## src/rtl/mem_access_master.sv

```systemverilog
// Load/store bus initiator: one byte/half/word access at a time, fixed-length bus phases.
// Latency: read READ_LATENCY+1, write WRITE_CYCLES+1, fault 1 cycle; new requests are accepted only in IDLE.
module mem_access_master #(
    parameter int READ_LATENCY = 2,
    parameter int WRITE_CYCLES = 1
) (
    input  logic        iCLK,
    input  logic        iRST,
    input  logic        iReq,
    input  logic        iWrite,
    input  logic [1:0]  iSize,
    input  logic        iUnsigned,
    input  logic [31:0] iAddr,
    input  logic [31:0] iWData,
    output logic        oBusy,
    output logic        oDone,
    output logic        oMisaligned,
    output logic [31:0] oRData,
    output logic        wReadEnable,
    output logic        wWriteEnable,
    output logic [3:0]  wByteEnable,
    output logic [31:0] wAddress,
    output logic [31:0] wWriteData,
    input  logic [31:0] wReadData
);

    localparam int MAX_CYCLES = (READ_LATENCY > WRITE_CYCLES) ? READ_LATENCY : WRITE_CYCLES;
    localparam int CW = $clog2(MAX_CYCLES + 1);

    typedef enum logic [2:0] {IDLE, READ, WRITE, RESP, ERR} state_t;

    state_t        state, stateNext;
    logic [CW-1:0] cnt;
    logic          latWrite;
    logic [1:0]    latSize;
    logic          latUnsigned;
    logic [31:0]   latAddr;
    logic [31:0]   latWData;
    logic          reqMisaligned;
    logic          lastCycle;
    logic [3:0]    laneMask;
    logic [31:0]   shifted;
    logic [15:0]   halfLane;
    logic [31:0]   loadExt;

    // Size 11 behaves as a word everywhere, so iSize[1] alone selects word handling.
    assign reqMisaligned = ((iSize == 2'b01) && iAddr[0]) || (iSize[1] && (iAddr[1:0] != 2'b00));
    assign lastCycle     = (cnt == CW'(1));
    assign wAddress      = latAddr;

    always_comb begin
        laneMask   = 4'b1111;
        wWriteData = latWData;
        case (latSize)
            2'b00: begin
                laneMask   = 4'b0001 << latAddr[1:0];
                wWriteData = {4{latWData[7:0]}};
            end
            2'b01: begin
                laneMask   = latAddr[1] ? 4'b1100 : 4'b0011;
                wWriteData = {2{latWData[15:0]}};
            end
            default: ;
        endcase
    end

    always_comb begin
        shifted  = wReadData >> {latAddr[1:0], 3'b000};
        halfLane = latAddr[1] ? wReadData[31:16] : wReadData[15:0];
        case (latSize)
            2'b00:   loadExt = {{24{~latUnsigned & shifted[7]}}, shifted[7:0]};
            2'b01:   loadExt = {{16{~latUnsigned & halfLane[15]}}, halfLane};
            default: loadExt = wReadData;
        endcase
    end

    always_ff @(posedge iCLK) begin
        if (iRST) begin
            state <= IDLE;
        end else begin
            state <= stateNext;
        end
    end

    always_comb begin
        stateNext    = state;
        oBusy        = 1'b1;
        oDone        = 1'b0;
        oMisaligned  = 1'b0;
        wReadEnable  = 1'b0;
        wWriteEnable = 1'b0;
        wByteEnable  = 4'b0000;
        case (state)
            IDLE: begin
                oBusy = 1'b0;
                if (iReq) begin
                    if (reqMisaligned) stateNext = ERR;
                    else if (iWrite)   stateNext = WRITE;
                    else               stateNext = READ;
                end
            end
            READ: begin
                wReadEnable = 1'b1;
                wByteEnable = laneMask;
                if (lastCycle) stateNext = RESP;
            end
            WRITE: begin
                wWriteEnable = 1'b1;
                wByteEnable  = laneMask;
                if (lastCycle) stateNext = RESP;
            end
            RESP: begin
                oDone     = 1'b1;
                stateNext = IDLE;
            end
            ERR: begin
                oDone       = 1'b1;
                oMisaligned = 1'b1;
                stateNext   = IDLE;
            end
            default: stateNext = IDLE;
        endcase
    end

    always_ff @(posedge iCLK) begin
        if (iRST) begin
            cnt         <= '0;
            latWrite    <= 1'b0;
            latSize     <= 2'b00;
            latUnsigned <= 1'b0;
            latAddr     <= '0;
            latWData    <= '0;
            oRData      <= '0;
        end else begin
            if (state == IDLE && iReq) begin
                latWrite    <= iWrite;
                latSize     <= iSize;
                latUnsigned <= iUnsigned;
                latAddr     <= iAddr;
                latWData    <= iWData;
                cnt         <= iWrite ? CW'(WRITE_CYCLES) : CW'(READ_LATENCY);
            end else if (state == READ || state == WRITE) begin
                cnt <= cnt - CW'(1);
            end
            // Read data is only meaningful on the final enable cycle.
            if (state == READ && lastCycle && !latWrite) begin
                oRData <= loadExt;
            end
        end
    end

endmodule

```

## config.mk

```make
export PLATFORM = sky130hd
export DESIGN_NAME = mem_access_master
export DESIGN_NICKNAME = d
export VERILOG_FILES = /design/src/rtl/mem_access_master.sv
export SDC_FILE = /design/constraint.sdc
export NUM_CORES = 1
export LEC_CHECK = 0
export ABC_AREA = 1
export BUFFER_PORTS_ARGS = -buffer_cell sky130_fd_sc_hd__buf_2
export CAP_MARGIN = 20
export CORE_MARGIN = 3
export CORE_UTILIZATION = 43
export CTS_CLUSTER_DIAMETER = 30
export DETAILED_ROUTE_END_ITERATION = 8
export PLACE_DENSITY = 0.76
export SLEW_MARGIN = 20
export SYNTH_ARGS = -nofsm -noshare
export SYNTH_HDL_FRONTEND = slang
export SYNTH_SLANG_ARGS = --single-unit
```

## constraint.sdc

```tcl
create_clock -name iCLK -period 1.2 [get_ports iCLK]
set_input_delay 0.06 -clock iCLK [delete_from_list [all_inputs] [get_ports iCLK]]
set_output_delay 0.06 -clock iCLK [all_outputs]
set_load 0.05 [all_outputs]
```

==> results.sh, run 1 <==
export IMPL_status="finished with violations"
export IMPL_violations="negative hold slack, negative setup slack"
export IMPL_fin_skew_ns=0.00568
export IMPL_gp_congestion=0.895
export IMPL_clock_sinks=105
export IMPL_cts_buffers=9
export IMPL_antenna_found_initial=1
export IMPL_yosys_warnings=0
export IMPL_vias_per_cell=5.48
export IMPL_nets=1109
export IMPL_period_minus_slack_ns=1.59
export IMPL_synth_top_area_cell="dfxtp_1"
export IMPL_totalWireLength_microns=21900
export IMPL_clkPwrFrac_pct=15.7
export IMPL_io_pins=208
export IMPL_synth_distinct_cells=27
export IMPL_mostFrequentLayoutCells="buf_2, nand2_1, dfxtp_1"
export IMPL_syn_cell_area_sq_um=4870
export IMPL_rows=38
export IMPL_overflow=0
export IMPL_drtIter0Drc=786
export IMPL_grt_max_degree=51
export IMPL_cts_buffer_depth=2
export IMPL_drc=0
export IMPL_synth_area_per_cell_sq_um=6.99
export IMPL_synth_area_top_cells="dfxtp_1, nand2_1, a21oi_1, o21ai_0, inv_1"
export IMPL_start_util_pct=44.6
export IMPL_core_sq_um=10900
export IMPL_setup_viol=138
export IMPL_drive_gt1_share_pct=49.1
export IMPL_dpl_worst_slack_ns=-0.258
export IMPL_swShare_pct=47.2
export IMPL_clk_latency_ns=0.36
export IMPL_multi_input_area_sq_um=3000
export IMPL_cp_slowest_cell="dfxtp_4"
export IMPL_cp_top_family="buffers and inverters"
export IMPL_drv_cap=0
export IMPL_netlist_instances=697
export IMPL_ys_ff_latch=105
export IMPL_startpoint_type="flip-flop"
export IMPL_drtPass1Iterations=5
export IMPL_die_h_microns=112
export IMPL_drv_slew=0
export IMPL_fin_ws_ns=-0.394
export IMPL_p_int_mw=11.4
export IMPL_hp_class="input port to flip-flop"
export IMPL_synth_edf_count=0
export IMPL_cts_tree="done"
export IMPL_htree_levels=3
export IMPL_ys_seq_area_share_pct=43.1
export IMPL_dieArea_sq_um=12600
export IMPL_yosysTopAreaCellShare_pct=43.1
export IMPL_place_port_buffers=207
export IMPL_p_per_area_nw_per_um2=2420
export IMPL_grt_pass1_vias=5862
export IMPL_antenna_left=0
export IMPL_fmax_mhz=627
export IMPL_path_buf_inv=3
export IMPL_async_reset_ff_share_pct=0
export IMPL_clkSlewWorstSetupHoldPaths_ns=0.07
export IMPL_die_w_microns=112
export IMPL_seqCellArea_sq_um=2130
export IMPL_worstMarginPinSlew_ns=0.343
export IMPL_dpl_cell_area_sq_um=6680
export IMPL_arrival_ns=1.83
export IMPL_grt_pass1_wl_microns=29100
export IMPL_dp_hpwl_microns=11300
export IMPL_pwr_share_seq_pct=22.1
export IMPL_wl_per_cell_microns=19.0
export IMPL_cp_data_required_time_ns=1.43
export IMPL_root_buffer="clkbuf_16"
export IMPL_max_stage_delay_ns=0.36
export IMPL_p_leak_nw=4.10
export IMPL_worstPathMaxFanout=18
export IMPL_final_area_sq_um=8960
export IMPL_endpoint_kind="flip-flop"
export IMPL_filler_cell_count=614
export IMPL_grt_usage_pct=28.6
export IMPL_power_total_mw=21.7
export IMPL_area_delta_synth_final_pct=83.9
export IMPL_maxSlewHeadroom_pct=77.1
export IMPL_vias=6306
export IMPL_synth_fp_nets=801
export IMPL_cp_cell_sequence="buf_4, nor2_4, buf_6, nand3_4, buf_12, o21ai_1, a21oi_2"
export IMPL_p_sw_mw=10.2
export IMPL_path_class="flip-flop to flip-flop"
export IMPL_p_comb_share_pct=62.2
export IMPL_hold_violations=1
export IMPL_rsz0062_at_grt="true"
export IMPL_peakVddDrop_mv=1.39
export IMPL_fin_crit_sh_pct=133
export IMPL_ys_flop_type="dfxtp_1"
export IMPL_mostFrequentLayoutCell="buf_2"
export IMPL_hold_worst_slack_ns=-0.0200
cell families (layout without fill, tap and decap cells):
group / count (synthesis) / in the layout / share of synthesized area [%]
AOI/OAI and AO/OA: 201 / 201 / 21.9
adders and majority gates: 1 / 1 / 0.257
buffers and inverters: 136 / 449 / 12.9
DFF: 105 / 105 / 43.1
other: 0 / 1 / 0
and+or+nand+nor: 254 / 254 / 21.8
metrics by stage:
stage,hold WS [ns],cells,setup TNS (ns),util (%)
after CTS,0.000648,1132,-18.94,75.3
after floorplan,0.204,697,-2.07,-
after detailed placement,0.313,1043,-10.45,61.1
after global routing,0.00242,1151,-43.45,82.0
after global placement,0.309,1043,-7.74,61.1
final,-0.0200,1151,-36.41,82.0
synth_stat cells (all sizes together) (8+ instances only):
| cell type | instances |
|---|---|
| o211ai | 8 |
| clkbuf | 19 |
| nand3 | 23 |
| nor2 | 59 |
| o221ai | 8 |
| dfxtp | 105 |
| a21oi | 91 |
| o21ai | 87 |
| inv | 85 |
| buf | 32 |
| nand2 | 158 |
layout make-up:
type                       instances  share of cell area, %
inverter                          85                   3.91
clock inverter                     4                  0.796
timing repair buffer             348                   33.1
sequential                       105                   23.7
clock buffer                      12                   2.99
tap                              140                   1.95
multi-input combinational        456                   33.5
antenna                            1                 0.0279
layer usage:
metal  vias up  track usage [%]  routed length, microns  share of wire [%]
li1       2871                -                       -                  -
met1      2875             32.2                    7690                 35
met2       433             50.9                   10900                 50
met3       127             5.93                    1910                8.7
met4         0             14.5                    1440                6.6
met5         -                0                       0                  0
worst reg2reg max path, cell delays in order (launching register included):
cell and delay (ns):
dfxtp_4 0.36, buf_4 0.14, nor2_4 0.12, buf_6 0.11, nand3_4 0.16, buf_12 0.22, o21ai_1 0.27, a21oi_2 0.08
power groups by stage:
stage	clock network [mW]	logic [mW]	registers [mW]
2_1_floorplan	0	6.03	5.78
3_3_place_gp	0	9.48	4.70
3_5_place_dp	0	9.57	4.72
4_1_cts	3.39	11.2	4.69
5_1_grt	3.57	14.1	4.85
6_report	3.40	13.5	4.79
worst paths after layout:
check	startpoint	end	slack [ns]	cells after the start
worst max-delay path	state[1]	latWData[31]	-0.39	7
worst max register to register	state[1]	latWData[31]	-0.39	7
worst min-delay path	iWData[0]	latWData[0]	-0.02	3
worst min register to register	wAddress[11]	wAddress[11]	0.46	2
sequential cells by signal (all words and copies together), names as in the netlist:
signal	cells
wAddress	32
cnt	2
latUnsigned	1
state	3
latWData	32
oRData	32
latSize	2
latWrite	1
repair_timing:
action / CTS / global route
endpoints found under the setup margin: 114 / 139
gates cloned: 6 / 8
pin swaps: 11 / 33
setup buffers: 14 / 13
hold endpoints to repair: 54 / 2
hold buffers: 54 / 2
resized for setup: 123 / 174
Power figures use the tool's default switching activity.
==> run 2, diff against run 1 <==
CTS_BUF_LIST = sky130_fd_sc_hd__clkbuf_16   (was unset)
PLACE_DENSITY = 0.77   (was 0.76)
==> run 2 against run 1 <==
Utilization rose by 4.8 points; the run still ends with negative hold slack, negative setup slack left; setup slack improved by 0.020 ns; sequential power rose by 2%; largest cell class unchanged; clock skew rose by 0.0025 ns; clock-buffer cell count fell by 3; register-to-register slack improved by 0.02 ns.
==> results.sh, run 2 (synthesized netlist as in run 1, its figures left out) <==
export IMPL_grt_usage_pct=30.9
export IMPL_area_delta_synth_final_pct=94.8
export IMPL_clkSlewWorstSetupHoldPaths_ns=0.07
export IMPL_drive_gt1_share_pct=55.1
export IMPL_drv_slew=0
export IMPL_drt_met1_wl_microns=8530
export IMPL_place_port_buffers=207
export IMPL_hold_worst_slack_ns=-0.0111
export IMPL_cp_data_required_time_ns=1.47
export IMPL_gp_congestion=0.863
export IMPL_ff2ff_setup_slack_ns=-0.37
export IMPL_drtPass1Iterations=5
export IMPL_htree_levels=3
export IMPL_worstPathMaxFanout=6
export IMPL_grt_max_degree=37
export IMPL_p_per_area_nw_per_um2=2410
export IMPL_max_stage_delay_ns=0.37
export IMPL_hp_class="input port to flip-flop"
export IMPL_cp_slowest_cell="dfxtp_4"
export IMPL_path_buf_inv=4
export IMPL_cts_buffers=9
export IMPL_fmax_mhz=635
export IMPL_drtIter0Drc=749
export IMPL_drv_cap=0
export IMPL_r2r_start="state[1]"
export IMPL_fin_ws_ns=-0.374
export IMPL_dieArea_sq_um=12600
export IMPL_nets=1118
export IMPL_antenna_left=0
export IMPL_clock_sinks=105
export IMPL_antenna_found_initial=3
export IMPL_tns_ns=-34.10
export IMPL_endpoint="latWData[17]"
export IMPL_setup_viol=138
export IMPL_path_class="flip-flop to flip-flop"
export IMPL_die_h_microns=112
export IMPL_clk_latency_ns=0.35
export IMPL_endpoint_kind="flip-flop"
export IMPL_cp_top_family="buffers and inverters"
export IMPL_io_pins=208
export IMPL_peakVddDrop_mv=1.57
export IMPL_wl_met2_microns=12300
export IMPL_vias_per_cell=5.69
export IMPL_crit_cells=8
export IMPL_cp_cell_sequence="buf_6, nor2_4, nand3_4, buf_12, clkinv_8, clkbuf_16, nand2_4, a21oi_2"
export IMPL_root_buffer="clkbuf_16"
export IMPL_reg2regPathDepth=8
export IMPL_drc=0
export IMPL_dpl_cell_area_sq_um=6620
export IMPL_maxSlewHeadroom_pct=68.2
export IMPL_violations="negative hold slack, negative setup slack"
export IMPL_mostFrequentLayoutCell="buf_2"
export IMPL_r2r_end="latWData[17]"
export IMPL_start_util_pct=44.6
export IMPL_wl_per_cell_microns=21.2
export IMPL_final_area_sq_um=9490
export IMPL_rows=38
export IMPL_startpoint_type="flip-flop"
export IMPL_overflow=0
export IMPL_fin_skew_ns=0.00821
export IMPL_mostFrequentLayoutCells="buf_2, dfxtp_1, nand2_1"
export IMPL_cts_buffer_depth=2
export IMPL_rsz0062_at_grt="true"
export IMPL_hold_violations=1
export IMPL_vias=6623
export IMPL_cts_tree="done"
export IMPL_routed_top_layer="met4"
export IMPL_period_minus_slack_ns=1.57
export IMPL_dp_hpwl_microns=11300
export IMPL_totalWireLength_microns=24600
export IMPL_fin_crit_sh_pct=131
export IMPL_grt_pass1_wl_microns=31200
export IMPL_wl_met3_microns=2000
export IMPL_worstSetupStartpoint="state[1]"
export IMPL_worstMarginPinSlew_ns=0.477
export IMPL_grt_pass1_vias=6232
export IMPL_die_w_microns=112
export IMPL_p_leak_nw=4.39
export IMPL_status="finished with violations"
export IMPL_arrival_ns=1.84
export IMPL_power_total_mw=22.9
export IMPL_core_sq_um=10900
## run 2: changes by cell type in the layout (fill, tap and decap cells not counted), sizes merged
| cell | previous run | this run |
|---|---|---|
| clkbuf | 18 | 16 |
| diode | 1 | 4 |
| clkinvlp | 1 | 2 |
| dlygate4sd3 | 56 | 58 |
| bufinv | 2 | 0 |
| buf | 286 | 291 |
| clkinv | 1 | 6 |
## run 2: what timing repair did
item	CTS	global route
pin swaps	14	54
hold endpoints to repair	57	1
hold buffers	57	1
setup endpoints to repair	128	139
cloned	13	9
buffers inserted	14	18
resized for setup	144	266
## run 2: layer usage
metal	global-route usage, %	up-vias
met2	55.7	475
met3	7.98	147
met5	0	-
li1	-	2891
met1	33.2	3110
met4	15.5	0
## run 2: worst min-delay path by stage
stage | to | slack, ns | start | cells after the start
floorplan | wAddress[18] | 0.20 | iAddr[18] | 2
global placement | wAddress[30] | 0.31 | iAddr[30] | 3
CTS | latWData[8] | 0.001 | iWData[8] | 3
finish | latWData[28] | -0.01 | iWData[28] | 3
global route | latWData[28] | -0.008 | iWData[28] | 3
detailed placement | wAddress[4] | 0.31 | iAddr[4] | 3
## run 2: power breakdown
part / switching (mW) / internal [mW] / leakage (nW)
combinational: 9.08 / 6.11 / 3.39
sequential: 0.657 / 4.25 / 0.864
clock: 1.37 / 1.39 / 0.133
## run 2: metrics by stage
step	utilization, %	cells	worst slack, ns
global placement	60.5	1037	-0.290
global route	86.8	1163	-0.414
CTS	76.6	1137	-0.326
detailed placement	60.5	1037	-0.323
finish	86.8	1163	-0.374
floorplan	-	697	-0.0915
## run 2: tightest hold or removal path, stage by stage
cell,delay [ns]
buf_2,0.10
o21ai_4,0.06
a21oi_2,0.09
## run 2: final cells by class
class	instances	area (sq um)
clock inverters	7	40.0
fillers	528	1440
diodes	4	10.0
repair inverters	1	16.3
clock buffers	9	225
repair buffers	356	3200
well taps	140	175
multi-input cells	456	3320
inverters	85	377
flip-flops and latches	105	2130
==> run 3, diff against run 2 <==
BUFFER_PORTS_ARGS = unset   (was -buffer_cell sky130_fd_sc_hd__buf_2)
CORE_UTILIZATION = 57   (was 43)
DONT_BUFFER_PORTS = 1   (was unset)
PLACE_DENSITY = 0.76   (was 0.77)
==> run 3 against run 2 <==
Area after synthesis unchanged; synthesized cell count unchanged; the flow now stops in clock tree synthesis (4_1_cts).
==> results.sh, run 3 <==
export IMPL_yosys_warnings=0
export IMPL_ys_ff_latch=105
export IMPL_clock_sinks=105
export IMPL_yosysMostFrequentCell="nand2_1"
export IMPL_die_w_microns=98.5
export IMPL_syn_cell_area_sq_um=4870
export IMPL_io_pins=208
export IMPL_stop_error="[ERROR DPL-0033] detailed placement checks failed during check placement."
export IMPL_cts_buffers=9
export IMPL_synthTopCellsByCount="nand2_1, dfxtp_1, a21oi_1"
export IMPL_postCtsHoldBufs=30
export IMPL_synth_area_top_cells="dfxtp_1, nand2_1, a21oi_1, o21ai_0, inv_1"
export IMPL_ys_seq_area_share_pct=43.1
export IMPL_yosysTopAreaCellShare_pct=43.1
export IMPL_htree_levels=3
export IMPL_place_port_buffers=0
export IMPL_die_h_microns=98.5
export IMPL_root_buffer="clkbuf_16"
export IMPL_synth_distinct_cells=27
export IMPL_gp_congestion=0.965
export IMPL_synth_edf_count=0
export IMPL_start_util_pct=59.0
export IMPL_async_reset_ff_share_pct=0
export IMPL_postCtsSetupBuffers=30
export IMPL_netlist_instances=697
export IMPL_status="stopped before the end"
export IMPL_synth_top_area_cell="dfxtp_1"
export IMPL_synth_area_per_cell_sq_um=6.99
export IMPL_dp_hpwl_microns=11400
export IMPL_failed_stage="clock tree synthesis (4_1_cts)"
export IMPL_synth_fp_nets=801
export IMPL_dpl_worst_slack_ns=-0.258
export IMPL_cts_resized_gates=121
export IMPL_ys_flop_type="dfxtp_1"
export IMPL_rows=33
export IMPL_cts_buffer_depth=2
-- run 3: cell counts after synthesis --
Identical to the previous run, type by type.
-- run 3: per-stage QoR --
| stage | std cells | hold WS, ns | instance area [sq um] | utilization, % |
|---|---|---|---|---|
| floorplan | 697 | 0.204 | 5290 | - |
| global placement | 897 | 0.139 | 6570 | 79.6 |
| detailed placement | 897 | 0.143 | 6570 | 79.6 |
-- run 3: cell families after synthesis --
logic type / count (synthesis) / share of synthesized area, %
AO/OA/AOI/OAI: 201 / 21.9
adder cells (fa/ha/maj): 1 / 0.257
buffers and inverters: 136 / 12.9
flip-flops: 105 / 43.1
AND/OR/NAND/NOR: 254 / 21.8
==> run 4, diff against run 3 <==
CORE_UTILIZATION = 40   (was 57)
CTS_BUF_LIST = unset   (was sky130_fd_sc_hd__clkbuf_16)
CTS_CLUSTER_DIAMETER = unset   (was 30)
PLACE_DENSITY = unset   (was 0.76)
PLACE_DENSITY_LB_ADDON = 0.15   (was unset)
clock period = 1.6 ns   (was 1.2 ns; I/O delays follow)
==> run 4 against run 3 <==
The run now ends clean.
==> results.sh, run 4 (synthesized netlist as in run 1, its figures left out) <==
export IMPL_grt_max_degree=65
export IMPL_dieArea_sq_um=13500
export IMPL_r2r_start="state[1]"
export IMPL_cp_data_required_time_ns=1.52
export IMPL_drc=0
export IMPL_htree_levels=3
export IMPL_path_class="flip-flop to output port"
export IMPL_nets=988
export IMPL_power_total_mw=13.7
export IMPL_vias=5438
export IMPL_drive_gt1_share_pct=23.3
export IMPL_endpoint_kind="output port"
export IMPL_fmax_mhz=638
export IMPL_grt_pass1_wl_microns=26000
export IMPL_setup_viol=0
export IMPL_die_h_microns=116
export IMPL_cts_tree="done"
export IMPL_period_minus_slack_ns=1.57
export IMPL_clkSlewWorstSetupHoldPaths_ns=0.07
export IMPL_hp_class="input port to flip-flop"
export IMPL_core_sq_um=11700
export IMPL_drtPass1Iterations=5
export IMPL_root_buffer="clkbuf_16"
export IMPL_mostFrequentLayoutCell="nand2_1"
export IMPL_antenna_cells=0
export IMPL_start_util_pct=41.8
export IMPL_maxSlewHeadroom_pct=64.8
export IMPL_overflow=0
export IMPL_holdPathEnd="state[2]"
export IMPL_gp_congestion=0.899
export IMPL_fin_cells=1031
export IMPL_dpl_cell_area_sq_um=6130
export IMPL_rsz0062_at_grt="true"
export IMPL_r2r_end="oRData[29]"
export IMPL_area_delta_synth_final_pct=57.5
export IMPL_arrival_ns=1.49
export IMPL_hold_violations=0
export IMPL_dp_cells=911
export IMPL_peakVddDrop_mv=0.871
export IMPL_ff2ff_setup_slack_ns=0.06
export IMPL_grt_pass1_vias=5235
export IMPL_clk_latency_ns=0.35
export IMPL_place_port_buffers=0
export IMPL_drv_slew=0
export IMPL_worstPathMaxFanout=4
export IMPL_fin_crit_sh_pct=97.9
export IMPL_fin_skew_ns=0.00643
export IMPL_p_leak_nw=3.38
export IMPL_totalWireLength_microns=17100
export IMPL_die_w_microns=116
export IMPL_reg2regPathDepth=8
export IMPL_grt_usage_pct=24.3
export IMPL_hp_start="iAddr[0]"
export IMPL_io_pins=208
export IMPL_vias_per_cell=5.27
export IMPL_dp_hpwl_microns=11000
export IMPL_drv_cap=0
export IMPL_final_area_sq_um=7670
export IMPL_dpl_worst_slack_ns=0.0765
export IMPL_drtIter0Drc=357
export IMPL_clock_sinks=105
export IMPL_cts_buffers=9
export IMPL_fin_ws_ns=0.0337
export IMPL_mostFrequentLayoutCells="nand2_1, dfxtp_1, buf_4"
export IMPL_cts_buffer_depth=2
export IMPL_worstMarginPinSlew_ns=0.527
export IMPL_filler_cell_count=970
export IMPL_antenna_found_initial=0
export IMPL_rows=39
export IMPL_p_per_area_nw_per_um2=1780
export IMPL_startpoint_type="flip-flop"
export IMPL_antenna_left=0
export IMPL_hold_path_depth=4
export IMPL_status="completed"
export IMPL_wl_per_cell_microns=16.6
[run 4: cell type report]
class | instances | area (sq um) | area share, %
multi-input combinational | 456 | 2380 | 31.1
timing repair buffer | 227 | 2380 | 31.0
sequential | 105 | 2120 | 27.6
inverter | 85 | 332 | 4.32
clock buffer | 11 | 233 | 3.03
tap | 143 | 179 | 2.33
clock inverter | 4 | 45.0 | 0.587
[run 4: per-stage QoR]
stage | hold WS (ns) | TNS, ns | utilization (%)
3_3_place_gp | 0.159 | 0 | 52.6
5_1_grt | 0.0396 | -0.105 | 65.8
2_1_floorplan | 0.224 | -0.596 | -
3_5_place_dp | 0.162 | 0 | 52.6
4_1_cts | 0.0147 | -0.0804 | 63.7
6_report | 0.0289 | 0 | 65.8
[run 4: critical path, stage by stage, from the launching register on]
cell,delay (ns)
dfxtp_4,0.36
nor2_4,0.15
buf_6,0.13
buf_12,0.09
nand2_1,0.09
o21ai_1,0.13
buf_6,0.18
[run 4: how the worst max path moves through the flow]
stage,endpoint,slack [ns],start
after detailed placement,oRData[31],0.08,cnt[0]
after CTS,wByteEnable[1],-0.02,latSize[1]
final,wWriteData[10],0.03,latSize[1]
after global placement,oRData[31],0.14,cnt[0]
after floorplan,wWriteData[22],-0.25,latSize[1]
after global routing,wByteEnable[1],-0.03,latSize[1]
[run 4: power by group]
part	switching (mW)	leakage, nW	internal, mW
sequential	0.308	0.863	3.17
combinational	5.09	2.38	2.92
clock	0.978	0.139	1.20
[run 4: repair_timing]
| action | 4_1_cts | 5_1_grt |
|---|---|---|
| endpoints found under the setup margin | 19 | 47 |
| cloned | 0 | 2 |
| resized for setup | 19 | 29 |
| hold endpoints to repair | 96 | 0 |
| setup buffers | 4 | 8 |
| hold buffers | 91 | 0 |
| pin swaps | 2 | 7 |
[run 4: per-layer routing]
| layer | wire length [microns] | track usage (%) | up-vias | share of wire, % |
|---|---|---|---|---|
| met5 | 0 | 0 | - | 0 |
| met4 | 649 | 11.6 | 0 | 3.8 |
| met3 | 1420 | 5.70 | 69 | 8.3 |
| met2 | 8230 | 40.6 | 279 | 48 |
| met1 | 6780 | 29.4 | 2472 | 40 |
| li1 | - | - | 2618 | - |
